==> src/rtl/mac_accumulator_pkg.sv <==
// Shared widths and state encodings for the MAC accumulate stage.
package mac_accumulator_pkg;

  localparam int unsigned PROD_W_DEF  = 4;
  localparam int unsigned ACC_W_DEF   = 8;
  localparam int unsigned COUNT_W_DEF = 4;

  localparam logic [1:0] ST_IDLE  = 2'd0;
  localparam logic [1:0] ST_ACCUM = 2'd1;
  localparam logic [1:0] ST_HOLD  = 2'd2;

endpackage

==> src/rtl/mac_acc_adder.sv <==
// Unsigned accumulator adder: ACC_W-bit running sum plus a zero-extended product, with carry-out.
module mac_acc_adder #(
  parameter int unsigned PROD_W = 4,
  parameter int unsigned ACC_W  = 8
) (
  input  logic [ACC_W-1:0]  i_acc,
  input  logic [PROD_W-1:0] i_prod,
  output logic [ACC_W-1:0]  o_sum,
  output logic              o_carry
);

  logic [ACC_W:0] w_full;

  assign w_full  = {1'b0, i_acc} + (ACC_W + 1)'(i_prod);
  assign o_sum   = w_full[ACC_W-1:0];
  assign o_carry = w_full[ACC_W];

endmodule

==> src/rtl/mac_accumulator.sv <==
// Frame accumulator: sums products until in_last, then holds sum/count/overflow until taken.
module mac_accumulator
  import mac_accumulator_pkg::*;
#(
  parameter int unsigned PROD_W  = PROD_W_DEF,
  parameter int unsigned ACC_W   = ACC_W_DEF,
  parameter int unsigned COUNT_W = COUNT_W_DEF
) (
  input  logic               clk,
  input  logic               rst,
  input  logic               clear,
  input  logic               in_valid,
  output logic               in_ready,
  input  logic [PROD_W-1:0]  in_product,
  input  logic               in_last,
  output logic               out_valid,
  input  logic               out_ready,
  output logic [ACC_W-1:0]   out_sum,
  output logic [COUNT_W-1:0] out_count,
  output logic               overflow
);

  if (ACC_W < PROD_W) begin : g_bad_width
    $error("mac_accumulator: ACC_W must be at least PROD_W");
  end

  logic [1:0]         r_state;
  logic [ACC_W-1:0]   r_acc;
  logic [COUNT_W-1:0] r_count;
  logic               r_ovf;

  logic [ACC_W-1:0]   w_sum;
  logic               w_carry;
  logic               w_accept;

  mac_acc_adder #(
    .PROD_W (PROD_W),
    .ACC_W  (ACC_W)
  ) u_adder (
    .i_acc   (r_acc),
    .i_prod  (in_product),
    .o_sum   (w_sum),
    .o_carry (w_carry)
  );

  // rst gates in_ready combinationally so upstream sees no ready during reset.
  assign in_ready  = !rst && (r_state != ST_HOLD);
  assign w_accept  = in_valid && in_ready;
  assign out_valid = (r_state == ST_HOLD);
  assign out_sum   = r_acc;
  assign out_count = r_count;
  assign overflow  = r_ovf;

  always_ff @(posedge clk or posedge rst) begin
    if (rst) begin
      r_state <= ST_IDLE;
      r_acc   <= '0;
      r_count <= '0;
      r_ovf   <= 1'b0;
    end else if (clear) begin
      r_state <= ST_IDLE;
      r_acc   <= '0;
      r_count <= '0;
      r_ovf   <= 1'b0;
    end else begin
      case (r_state)
        ST_IDLE: begin
          if (w_accept) begin
            r_acc   <= ACC_W'(in_product);
            r_count <= COUNT_W'(1);
            r_ovf   <= 1'b0;
            r_state <= in_last ? ST_HOLD : ST_ACCUM;
          end
        end
        ST_ACCUM: begin
          if (w_accept) begin
            r_acc   <= w_sum;
            r_ovf   <= r_ovf | w_carry;
            if (r_count != '1) r_count <= r_count + COUNT_W'(1);
            r_state <= in_last ? ST_HOLD : ST_ACCUM;
          end
        end
        ST_HOLD: begin
          if (out_ready) begin
            r_state <= ST_IDLE;
            r_acc   <= '0;
            r_count <= '0;
            r_ovf   <= 1'b0;
          end
        end
        default: begin
          r_state <= ST_IDLE;
          r_acc   <= '0;
          r_count <= '0;
          r_ovf   <= 1'b0;
        end
      endcase
    end
  end

endmodule

==> config.mk <==
export PLATFORM = sky130hd
export DESIGN_NAME = mac_accumulator
export DESIGN_NICKNAME = d
export VERILOG_FILES = /design/src/rtl/mac_accumulator_pkg.sv /design/src/rtl/mac_acc_adder.sv /design/src/rtl/mac_accumulator.sv
export SDC_FILE = /design/constraint.sdc
export NUM_CORES = 1
export LEC_CHECK = 0
export BUFFER_PORTS_ARGS = -buffer_cell sky130_fd_sc_hd__buf_2
export CAP_MARGIN = 20
export CORE_MARGIN = 5
export CORE_UTILIZATION = 55
export DETAILED_ROUTE_END_ITERATION = 7
export PLACE_DENSITY = 0.91
export RECOVER_POWER = 100
export SYNTH_ARGS = -nofsm -noshare
export SYNTH_HDL_FRONTEND = slang
export SYNTH_SLANG_ARGS = --single-unit
export TNS_END_PERCENT = 10
==> constraint.sdc <==
create_clock -name clk -period 4.5 [get_ports clk]
set_input_delay 0.45 -clock clk [delete_from_list [all_inputs] [get_ports clk]]
set_output_delay 0.45 -clock clk [all_outputs]
set_load 0.1 [all_outputs]
; ---- Yosys cells after proc, flatten, opt, wreduce, memory -nomap -nowiden
; Index checks and enable logic that the tools add are counted.
[op_classes]
bitwise_logic = 1
add_sub_neg = 2
muxes = 21
n_reduce_logical = 8
eq_ne = 9
[ops]
columns = operator, n
row1 = $mux 8, 4
row2 = $pmux 8 s3, 1
row3 = $mux 4, 5
row4 = $pmux 4 s3, 1
row5 = $add 8x4->9, 1
row6 = $ne 3x3->1 const B, 3
row7 = $mux 2, 4
row8 = $add 4x1->4 const B, 1
row9 = $mux 1, 4
row10 = $ne 4x4->1 const B, 1
row11 = $pmux 2 s2, 1
row12 = $reduce_and 4->1, 1
row13 = $ne 3x1->1 const B, 1
row14 = $ne 3x2->1 const B, 1
row15 = $pmux 1 s3, 1
row16 = $reduce_and 3->1, 1
row17 = $eq 2x1->1 const B, 1
row18 = $eq 2x2->1 const B, 1
row19 = $logic_and 1x1->1, 2
row20 = $logic_not 2->1, 1
row21 = $ne 2x2->1 const B, 1
row22 = $reduce_and 2->1, 1
row23 = $reduce_or 2->1, 1
row24 = $logic_not 1->1, 1
row25 = $or 1x1->1, 1
[word_totals]
regBits = 15
elab_cells = 45
out_inout_bits = 15
inputBits = 10

; ---- Depth between registers and ports, before layout
; Gate-level depths: netlist of the first run.
[logic_depth]
word_depth = 6
mapped_depth = 6
depth_no_buf = 6

; ---- Hierarchy
; From an unflattened synthesis of the first run, not the netlist that was laid out.
[hier_totals]
cells_unflattened = 101
hier_area_um2 = 1042.2
[by_module_without_submodules]
columns = module, instances, seq_area_each_um2, cells_per_inst, area_per_inst_um2
row1 = mac_accumulator, 1, 375.4, 68, 785.8
row2 = mac_acc_adder, 1, 0.0, 33, 256.5

; ---- Worst setup path before layout of the first run
; No wires, ideal clock.
[synth_path]
path_type = register -> output
startpoint = register r_state[1]
endpoint = output port in_ready
stages_incl_launch_ff = 5
t_arrival_ns = 2.163
required_time_ns = 4.050
setup_slack_ns = 1.887
path_buffers = 1
cell_sequence = dfrtp_1 buf_2 nand2b_2 inv_2 nor2_1
[synth_between]
elab_chain_len = 2
[synth_lines]
columns = item, line
row1 = "start, declared", mac_accumulator.sv:27  ; logic [1:0] r_state;
row2 = "start signal, assigned", mac_accumulator.sv:72  ; r_state <= in_last ? ST_HOLD : ST_ACCUM;
row3 = "start signal, assigned", mac_accumulator.sv:80  ; r_state <= in_last ? ST_HOLD : ST_ACCUM;
row4 = $ne 2x2->1, mac_accumulator.sv:47  ; assign in_ready = !rst && (r_state != ST_HOLD);
row5 = $logic_and 1x1->1, mac_accumulator.sv:47
row6 = "end, declared", mac_accumulator.sv:13  ; output logic in_ready,
; Every way passes these cells.

; ---- Worst setup path after layout of the first run
[layout_path]
startpoint = register r_state[0]
endpoint = output port in_ready
; The elaborated chain is that of the path after synthesis.

==> results.txt, run 1 <==
status -> complete, no violations
TritonCTS clock tree -> built
GRT busiest layer -> met2
met1 usage -> 21.68%
final hold viol count -> 0
GP Congestion -> 0.8215
initial antenna violation count -> 0
crit-path leading delay family -> buffers and inverters
Fill cells -> 151
Pwr Total -> 0.3315 mW
CP required -> 4.05 ns
# DRC -> 0
antenna cells -> 0
worst min-delay path class -> in2async
Final nets -> 143
max-cap violation count -> 0
RR Endpoint -> out_sum[0]
Setup crit start kind -> register
global-route wire length before repair -> 3746 um
most common flop cell mapped by yosys -> dfrtp_1
Wirelength per Cell -> 15.09 um
Synth Net Count -> 116
crit-path cells -> nand2b_1, inv_1, nor2_1, clkbuf_1
FF+latch count, synth -> 15
Slowest-stage cell, CP -> clkbuf_1
die area -> 2697 um^2
top-area cell type share of the netlist area -> 38.81%
most frequent cell after synthesis -> dfrtp_1
Tot GR Track Use -> 18.06%
final core occ -> 64.54%
Fmax -> 391.7 MHz
cell area after layout -> 1102 um^2
drt pass-1 iters -> 4
Clock Skews -> 0.005342 ns
dpl hpwl -> 1736 um
fin. max-slew vios -> 0
Bufs on Longest Clock Path -> 2
synth cell count leaders -> dfrtp_1 (15), nor2_1 (8), a21oi_1 (6), ha_1 (5)
Vias -> 921
Netlist cell types -> 42
met3 Use GR -> 3.438%
synthesized instance count -> 100
VDD IR-drop max -> 0.1940 mV
Final period util -> 56.73%
setup slack, reg-to-reg -> 2.36 ns
Bufs and invs on worst path -> 2
H-tree levels -> 1
die width -> 51.94 um
Die Height -> 51.94 um
area delta synth->final -> 13.97%
Placed Instances -> 147
placed cell area -> 1109 um^2
Power Density -> 300.8 nW/um^2
Post-Syn Area -> 967.2 um^2
clk root buf -> clkbuf_4
ys async rst share -> 100.0%
max incr delay on CP -> 0.87 ns
routing usage on met2 -> 31.80%
clk slew on worst S/H paths -> 0.10 ns
slew margin rel. -> 22.08%
TritonCTS Sinks -> 15
critical path arrival -> 2.10 ns
largest net degree at the start of global routing -> 16
minimum clock period after layout -> 2.553 ns
number of global-route vias before repair -> 903
layout cell share with drive strength beyond 1 -> 10.32%
io pins -> 25
Via density -> 6.099
Core ar. -> 1708 um^2
WL final -> 2279 um
Leakage -> 0.5485 nW
Seq/Total Area, Yosys -> 38.81%
Synth area leaders -> dfrtp_1 (39%), ha_1 (6.5%), a21oi_1 (3.1%)
Port Buf Inserts -> 24
CTS buffer count -> 3
EDFF count, synth -> 0
number of setup buffers added after CTS -> 0
Sum Neg Setup Slack -> 0 ns
synth warn -> 0
grt total ovfl -> 0
Crit. End Element -> primary output
syn_area_per_cell -> 9.672 um^2
Worst-Skew Late Latency -> 0.29 ns
largest area contributor in the netlist -> dfrtp_1
worst-margin pin slew -> 1.139 ns
RSZ-0062 raised after global routing -> false
initial core utilization -> 56.63%
Worst path depth -> 4
CP max FO -> 7
fin cells -> 151
CTS resizes -> 0
DRT antenna net count -> 0
worst setup path category -> reg2out
Final Setup Violations -> 0
First DRT Iteration DRCs -> 26
Rows -> 15
cts hold-fix bufs -> 0
Crit Reg-Reg Startpoint -> r_state[1]
R2R depth -> 4
metal layers:
layer / up-vias / share of wire [%]
li1: 439 / -
met1: 452 / 45
met2: 27 / 51
met3: 3 / 4.2
met4: 0 / 0.53
met5: - / 0
layout make-up:
type,count,area (um^2),share of cell area (%)
well taps,25,31.28,2.838
multi-input cells,78,549.3,49.83
flip-flops and latches,15,375.4,34.05
clock inverters,1,5.005,0.4540
clock buffers,3,22.52,2.043
inverters,5,18.77,1.703
repair buffers,24,100.1,9.081
state kept, by name, indices dropped and copies added, names as in the netlist:
name       flops
out_count      4
out_sum        8
overflow       1
r_state        2
how the worst max path moves through the flow:
| stage | slack [ns] | to | from |
|---|---|---|---|
| after floorplan | 1.89 | in_ready | r_state[1] |
| after global placement | 2.50 | overflow | in_product[0] |
| after detailed placement | 2.44 | overflow | in_product[0] |
| after CTS | 2.49 | in_ready | r_state[0] |
| after global routing | 1.85 | in_ready | r_state[0] |
| final | 1.95 | in_ready | r_state[0] |
cell families after synthesis:
logic type | count (synthesis) | synth area share (%)
compound gates | 36 | 27.17
xor+xnor | 2 | 1.811
fa+ha+maj | 6 | 8.538
buf+inv | 7 | 2.975
flops | 15 | 38.81
mux | 2 | 2.199
simple gates | 32 | 18.50
power breakdown:
part | switching [mW] | internal, mW
Clock | 0.0476 | 0.0330
Combinational | 0.0783 | 0.0241
Sequential | 0.00755 | 0.141
stage by stage:
| stage | setup WS, ns | hold WS, ns |
|---|---|---|
| 2_1_floorplan | 1.887 | 0.3515 |
| 3_3_place_gp | 2.501 | 0.5041 |
| 3_5_place_dp | 2.437 | 0.5316 |
| 4_1_cts | 2.487 | 0.2629 |
| 5_1_grt | 1.853 | 0.3070 |
| 6_report | 1.947 | 0.2595 |
cell usage in the layout (no fill, tap or decap), types with 3 or more instances in the layout:
cell type / instances
ha_1: 5
and3_1: 4
nand2b_1: 3
buf_2: 8
clkbuf_1: 16
nand2_1: 3
nor2_1: 8
inv_1: 5
nand3_1: 4
dfrtp_1: 15
a21o_1: 4
a21oi_1: 6
clkbuf_4: 3
o21ai_0: 6
Power figures use the tool's default switching activity.
==> inputs of run 2 (changes only) <==
ABC_AREA = 1   (was not set)
CORE_UTILIZATION = 47   (was 55)
PLACE_DENSITY = 0.82   (was 0.91)
clock period = 2.3 ns   (was 4.5 ns; I/O delays follow)
==> run 2 against run 1 <==
Against the previous run: setup slack worse by 1.5 ns; worst hold slack worse by 0.13 ns; cell area increased by 7.8%; largest cell class unchanged; sequential power grew 110%; largest power group unchanged.
==> results.txt, run 2 <==
pre-CTS setup slack -> 0.6794 ns
worst hold margin -> 0.1315 ns
multi-input logic area -> 549.3 um^2
io pins -> 25
FF+latch count, synth -> 15
Vias -> 1033
commonest non-fill, non-tap cells in the layout -> nand2_1 (46), inv_1 (20), nor2_1 (15), dfrtp_1 (15), clkbuf_1 (14)
final hold viol count -> 0
status -> complete, no violations
synthesized instance count -> 144
Worst path depth -> 1
max incr delay on CP -> 0.89 ns
TritonCTS Sinks -> 15
WL final -> 2420 um
Leakage -> 0.6428 nW
antenna cells -> 0
largest net degree at the start of global routing -> 17
largest area contributor in the netlist -> dfrtp_1
layout cell share with drive strength beyond 1 -> 12.07%
RR Endpoint -> overflow
Sequential Area -> 375.4 um^2
# DRC -> 0
slew margin rel. -> 19.94%
H-tree levels -> 1
critical path capture point -> out_sum[4]
DRT antenna net count -> 0
Setup crit start kind -> register
Final nets -> 191
worst min-delay path class -> in2reg
Die Height -> 56.52 um
syn_area_per_cell -> 7.064 um^2
Bufs and invs on worst path -> 1
drt pass-1 iters -> 7
critical path arrival -> 1.63 ns
minimum clock period after layout -> 1.857 ns
crit-path cells -> clkbuf_1
commonest non-fill, non-tap cell in the layout -> nand2_1
Netlist cell types -> 24
Largest register FFs -> 8
First DRT Iteration DRCs -> 31
Port Buf Inserts -> 24
TritonCTS clock tree -> built
die width -> 56.52 um
most frequent cell after synthesis -> nand2_1
synth cell count leaders -> nand2_1 (45), inv_1 (19), dfrtp_1 (15), nor2_1 (14), nand3_1 (12)
clk root buf -> clkbuf_4
R2R depth -> 8
final core occ -> 58.79%
RSZ-0062 raised after global routing -> false
most common flop cell mapped by yosys -> dfrtp_1
EDFF count, synth -> 0
Post-Syn Area -> 1017 um^2
max-cap violation count -> 0
final setup margin -> 0.4429 ns
CP max FO -> 7
grt total ovfl -> 0
Wirelength per Cell -> 12.04 um
die area -> 3195 um^2
global-route wire length before repair -> 4291 um
Slowest-stage cell, CP -> clkbuf_1
Final period util -> 80.74%
setup slack, reg-to-reg -> 0.66 ns
worst-margin pin slew -> 1.206 ns
number of setup buffers added after CTS -> 0
synth warn -> 0
Critical Path Source -> out_sum[4]
area delta synth->final -> 16.85%
Bufs on Longest Clock Path -> 2
crit-path leading delay family -> buffers and inverters
Fill cells -> 211
Core ar. -> 2022 um^2
initial core utilization -> 50.31%
Clock Skews -> 0.0006445 ns
VDD IR-drop max -> 0.3608 mV
clk slew on worst S/H paths -> 0.09 ns
Pwr Total -> 0.7617 mW
fin. max-slew vios -> 0
Sum Neg Setup Slack -> 0 ns
Power Density -> 640.8 nW/um^2
CP required -> 2.07 ns
top-area cell type share of the netlist area -> 36.90%
ys async rst share -> 100.0%
Seq/Total Area, Yosys -> 36.90%
Rows -> 16
Crit Reg-Reg Startpoint -> out_sum[0]
Synth Net Count -> 160
Worst-Skew Late Latency -> 0.28 ns
Tot GR Track Use -> 16.41%
dpl hpwl -> 1934 um
cts hold-fix bufs -> 1
Synth area leaders -> dfrtp_1 (37%), nand2_1 (17%), inv_1 (7.0%)
Via density -> 5.139
Fmax -> 538.5 MHz
worst setup path category -> reg2out
number of global-route vias before repair -> 1021
CTS resizes -> 0
GP Congestion -> 0.8793
CTS buffer count -> 3
Crit. End Element -> primary output
Final Setup Violations -> 0
initial antenna violation count -> 0
[run 2: cell count changes after synthesis, sizes merged, moves of 3 or more]
cell    change
nor2       +10
nand2      +43
nand3       +9
a21o        -4
and3        -4
nand4       +4
a21oi       -3
inv        +17
nand2b      -3
[run 2: through the flow]
stage                     std cells  cell area [um^2]
after floorplan                 144              1017
after global placement          196              1179
after detailed placement        196              1179
after CTS                       201              1215
after global routing            201              1189
final                           201              1189
[run 2: worst min-delay path by stage]
stage / slack (ns) / depth (start not counted) / start / endpoint
6_report: 0.13 / 2 / in_last / r_state[0]
4_1_cts: 0.13 / 2 / in_last / r_state[0]
2_1_floorplan: 0.15 / 1 / rst / out_count[0]
3_3_place_gp: 0.26 / 3 / rst / out_sum[1]
5_1_grt: 0.14 / 2 / in_last / r_state[0]
3_5_place_dp: 0.26 / 3 / rst / out_sum[1]
[run 2: cell type report]
type | instances | area share, %
well taps | 27 | 2.842
multi-input cells | 107 | 46.21
inverters | 22 | 6.947
repair buffers | 26 | 10.21
flip-flops and latches | 15 | 31.58
clock buffers | 4 | 2.211
[run 2: logic make-up after synthesis]
| logic type | share of synthesized area, % |
|---|---|
| xor+xnor | 1.722 |
| simple gates | 38.01 |
| compound gates | 7.134 |
| fa+ha+maj | 8.118 |
| flops | 36.90 |
| buf+inv | 8.118 |
[run 2: power by group]
| part | total (mW) | switching (mW) | internal (mW) | leakage (nW) |
|---|---|---|---|---|
| sequential | 0.306 | 0.0240 | 0.282 | 0.202 |
| clock | 0.152 | 0.0846 | 0.0673 | 0.0150 |
| combinational | 0.304 | 0.239 | 0.0641 | 0.426 |
| total | 0.762 | 0.348 | 0.414 | 0.643 |
[run 2: layer usage]
layer | global-route usage, % | vias to the layer above | part of all wire (%) | routed length (um)
li1 | - | 523 | - | -
met5 | 0 | - | 0 | 0
met2 | 29.21 | 31 | 49 | 1196
met4 | 5.424 | 0 | 1.5 | 36
met1 | 19.61 | 473 | 44 | 1061
met3 | 2.982 | 6 | 5.2 | 125
==> inputs of run 3 (changes only) <==
CORE_UTILIZATION = 52   (was 47)
PLACE_DENSITY = 0.86   (was 0.82)
clock period = 1.8 ns   (was 2.3 ns; I/O delays follow)
==> run 3 against run 2 <==
Against the previous run: sequential share of layout area is essentially flat; critical path depth grew 7; final cell count is the same; largest cell class unchanged; wire length shrank 1.9%.
==> results.txt, run 3 (same netlist as run 2, synthesis figures left out) <==
fin. max-slew vios -> 0
RSZ-0062 raised after global routing -> false
Crit. End Element -> register
sw frac -> 45.36%
# DRC -> 0
Worst-Skew Late Latency -> 0.28 ns
slew margin rel. -> 43.17%
Core ar. -> 1922 um^2
initial core utilization -> 52.93%
Int Pwr -> 0.5360 mW
die width -> 54.23 um
drt pass-1 iters -> 4
hold depth -> 2
WL final -> 2375 um
Reg power frac -> 40.4%
number of global-route vias before repair -> 996
max-cap violation count -> 0
GP Congestion -> 0.8435
antenna cells -> 0
final setup margin -> 0.1516 ns
Via density -> 5.189
Rows -> 16
TritonCTS clock tree -> built
TritonCTS Sinks -> 15
dpl hpwl -> 1864 um
Die Height -> 54.23 um
hold path start -> in_last
final hold viol count -> 0
Tot GR Track Use -> 18.59%
Crit Reg-Reg Startpoint -> out_sum[0]
Setup crit start kind -> register
RR Endpoint -> out_sum[4]
minimum clock period after layout -> 1.648 ns
worst-margin pin slew -> 0.8524 ns
Fmax -> 606.7 MHz
Wirelength per Cell -> 11.82 um
commonest non-fill, non-tap cell in the layout -> nand2_1
Leakage -> 0.6715 nW
io pins -> 25
Final Setup Violations -> 0
Largest register FFs -> 8
pre-CTS setup slack -> 0.1686 ns
area delta synth->final -> 19.19%
M1 wire length -> 1022 um
switching power -> 0.4450 mW
CTS buffer count -> 3
Bufs on Longest Clock Path -> 2
Worst Hold End -> r_state[0]
clk root buf -> clkbuf_4
initial antenna violation count -> 0
Power Density -> 809.1 nW/um^2
multi-input logic area -> 554.3 um^2
CP max FO -> 3
H-tree levels -> 1
status -> complete, no violations
die area -> 2941 um^2
Final nets -> 191
Pwr Total -> 0.9810 mW
global-route wire length before repair -> 3974 um
Fill cells -> 199
combinational power share -> 39.8%
Port Buf Inserts -> 24
First DRT Iteration DRCs -> 22
DRT antenna net count -> 0
Clock power frac -> 19.8%
largest net degree at the start of global routing -> 16
layout cell share with drive strength beyond 1 -> 22.99%
highest routed metal layer -> met4
worst min-delay path class -> in2reg
setup slack, reg-to-reg -> 0.15 ns
Met2 Wirelength -> 1249 um
VDD IR-drop max -> 0.4727 mV
Final period util -> 91.58%
R2R depth -> 8
Clock Skews -> 0.003833 ns
CP required -> 1.98 ns
worst hold margin -> 0.08576 ns
worst setup path category -> reg2reg
grt total ovfl -> 0
clk slew on worst S/H paths -> 0.09 ns
critical path arrival -> 1.82 ns
Sequential Area -> 382.9 um^2
Vias -> 1043
commonest non-fill, non-tap cells in the layout -> nand2_1 (45), inv_1 (20), clkbuf_2 (15), nor2_1 (14), nand3_1 (13)
length of routed met3 wiring -> 94 um
[run 3: metal layers]
metal	track usage, %	up-vias
li1	-	520
met3	2.452	2
met4	8.299	0
met1	21.88	495
met2	33.27	26
met5	0	-
[run 3: power by group through the flow]
stage / Sequential, mW / Clock, mW / Combinational, mW
finish: 0.396 / 0.194 / 0.391
global route: 0.401 / 0.213 / 0.423
CTS: 0.396 / 0.200 / 0.398
detailed placement: 0.403 / 0 / 0.396
global placement: 0.399 / 0 / 0.389
floorplan: 0.552 / 0 / 0.162
[run 3: what timing repair did]
action	CTS	global route
hold buffers	1	0
resized for setup	0	0
setup buffers	0	0
hold endpoints to repair	15	0
[run 3: area by class of cell]
class / count / area share (%)
Sequential cell: 15 / 31.58
Multi-Input combinational cell: 107 / 45.72
Tap cell: 27 / 2.786
Timing Repair Buffer: 26 / 10.94
Inverter: 22 / 6.811
Clock buffer: 4 / 2.167
[run 3: how the worst max path moves through the flow]
stage | slack, ns | cells past startpoint | to | from
floorplan | -0.05 | 10 | out_sum[6] | out_sum[0]
global placement | 0.22 | 10 | out_sum[6] | out_sum[0]
detailed placement | 0.17 | 10 | out_sum[6] | out_sum[0]
CTS | 0.16 | 10 | out_sum[6] | out_sum[0]
global route | 0.03 | 8 | out_sum[0] | r_state[0]
finish | 0.15 | 8 | out_sum[4] | out_sum[0]
[run 3: stage by stage]
step	utilization [%]	setup TNS, ns	cell area [um^2]	instances
detailed placement	62.11	0	1194	196
floorplan	-	-0.09163	1032	144
global route	63.09	0	1212	201
finish	63.09	0	1212	201
CTS	64.00	0	1230	201
global placement	62.11	0	1194	196
[run 3: worst max-delay path: stages (launching register included)]
cell and delay (ns):
dfrtp_2 0.42, ha_1 0.21, fa_1 0.40, nand3_1 0.10
nand2_1 0.09, inv_1 0.08, nor2_1 0.05, o22ai_1 0.14
inv_1 0.06
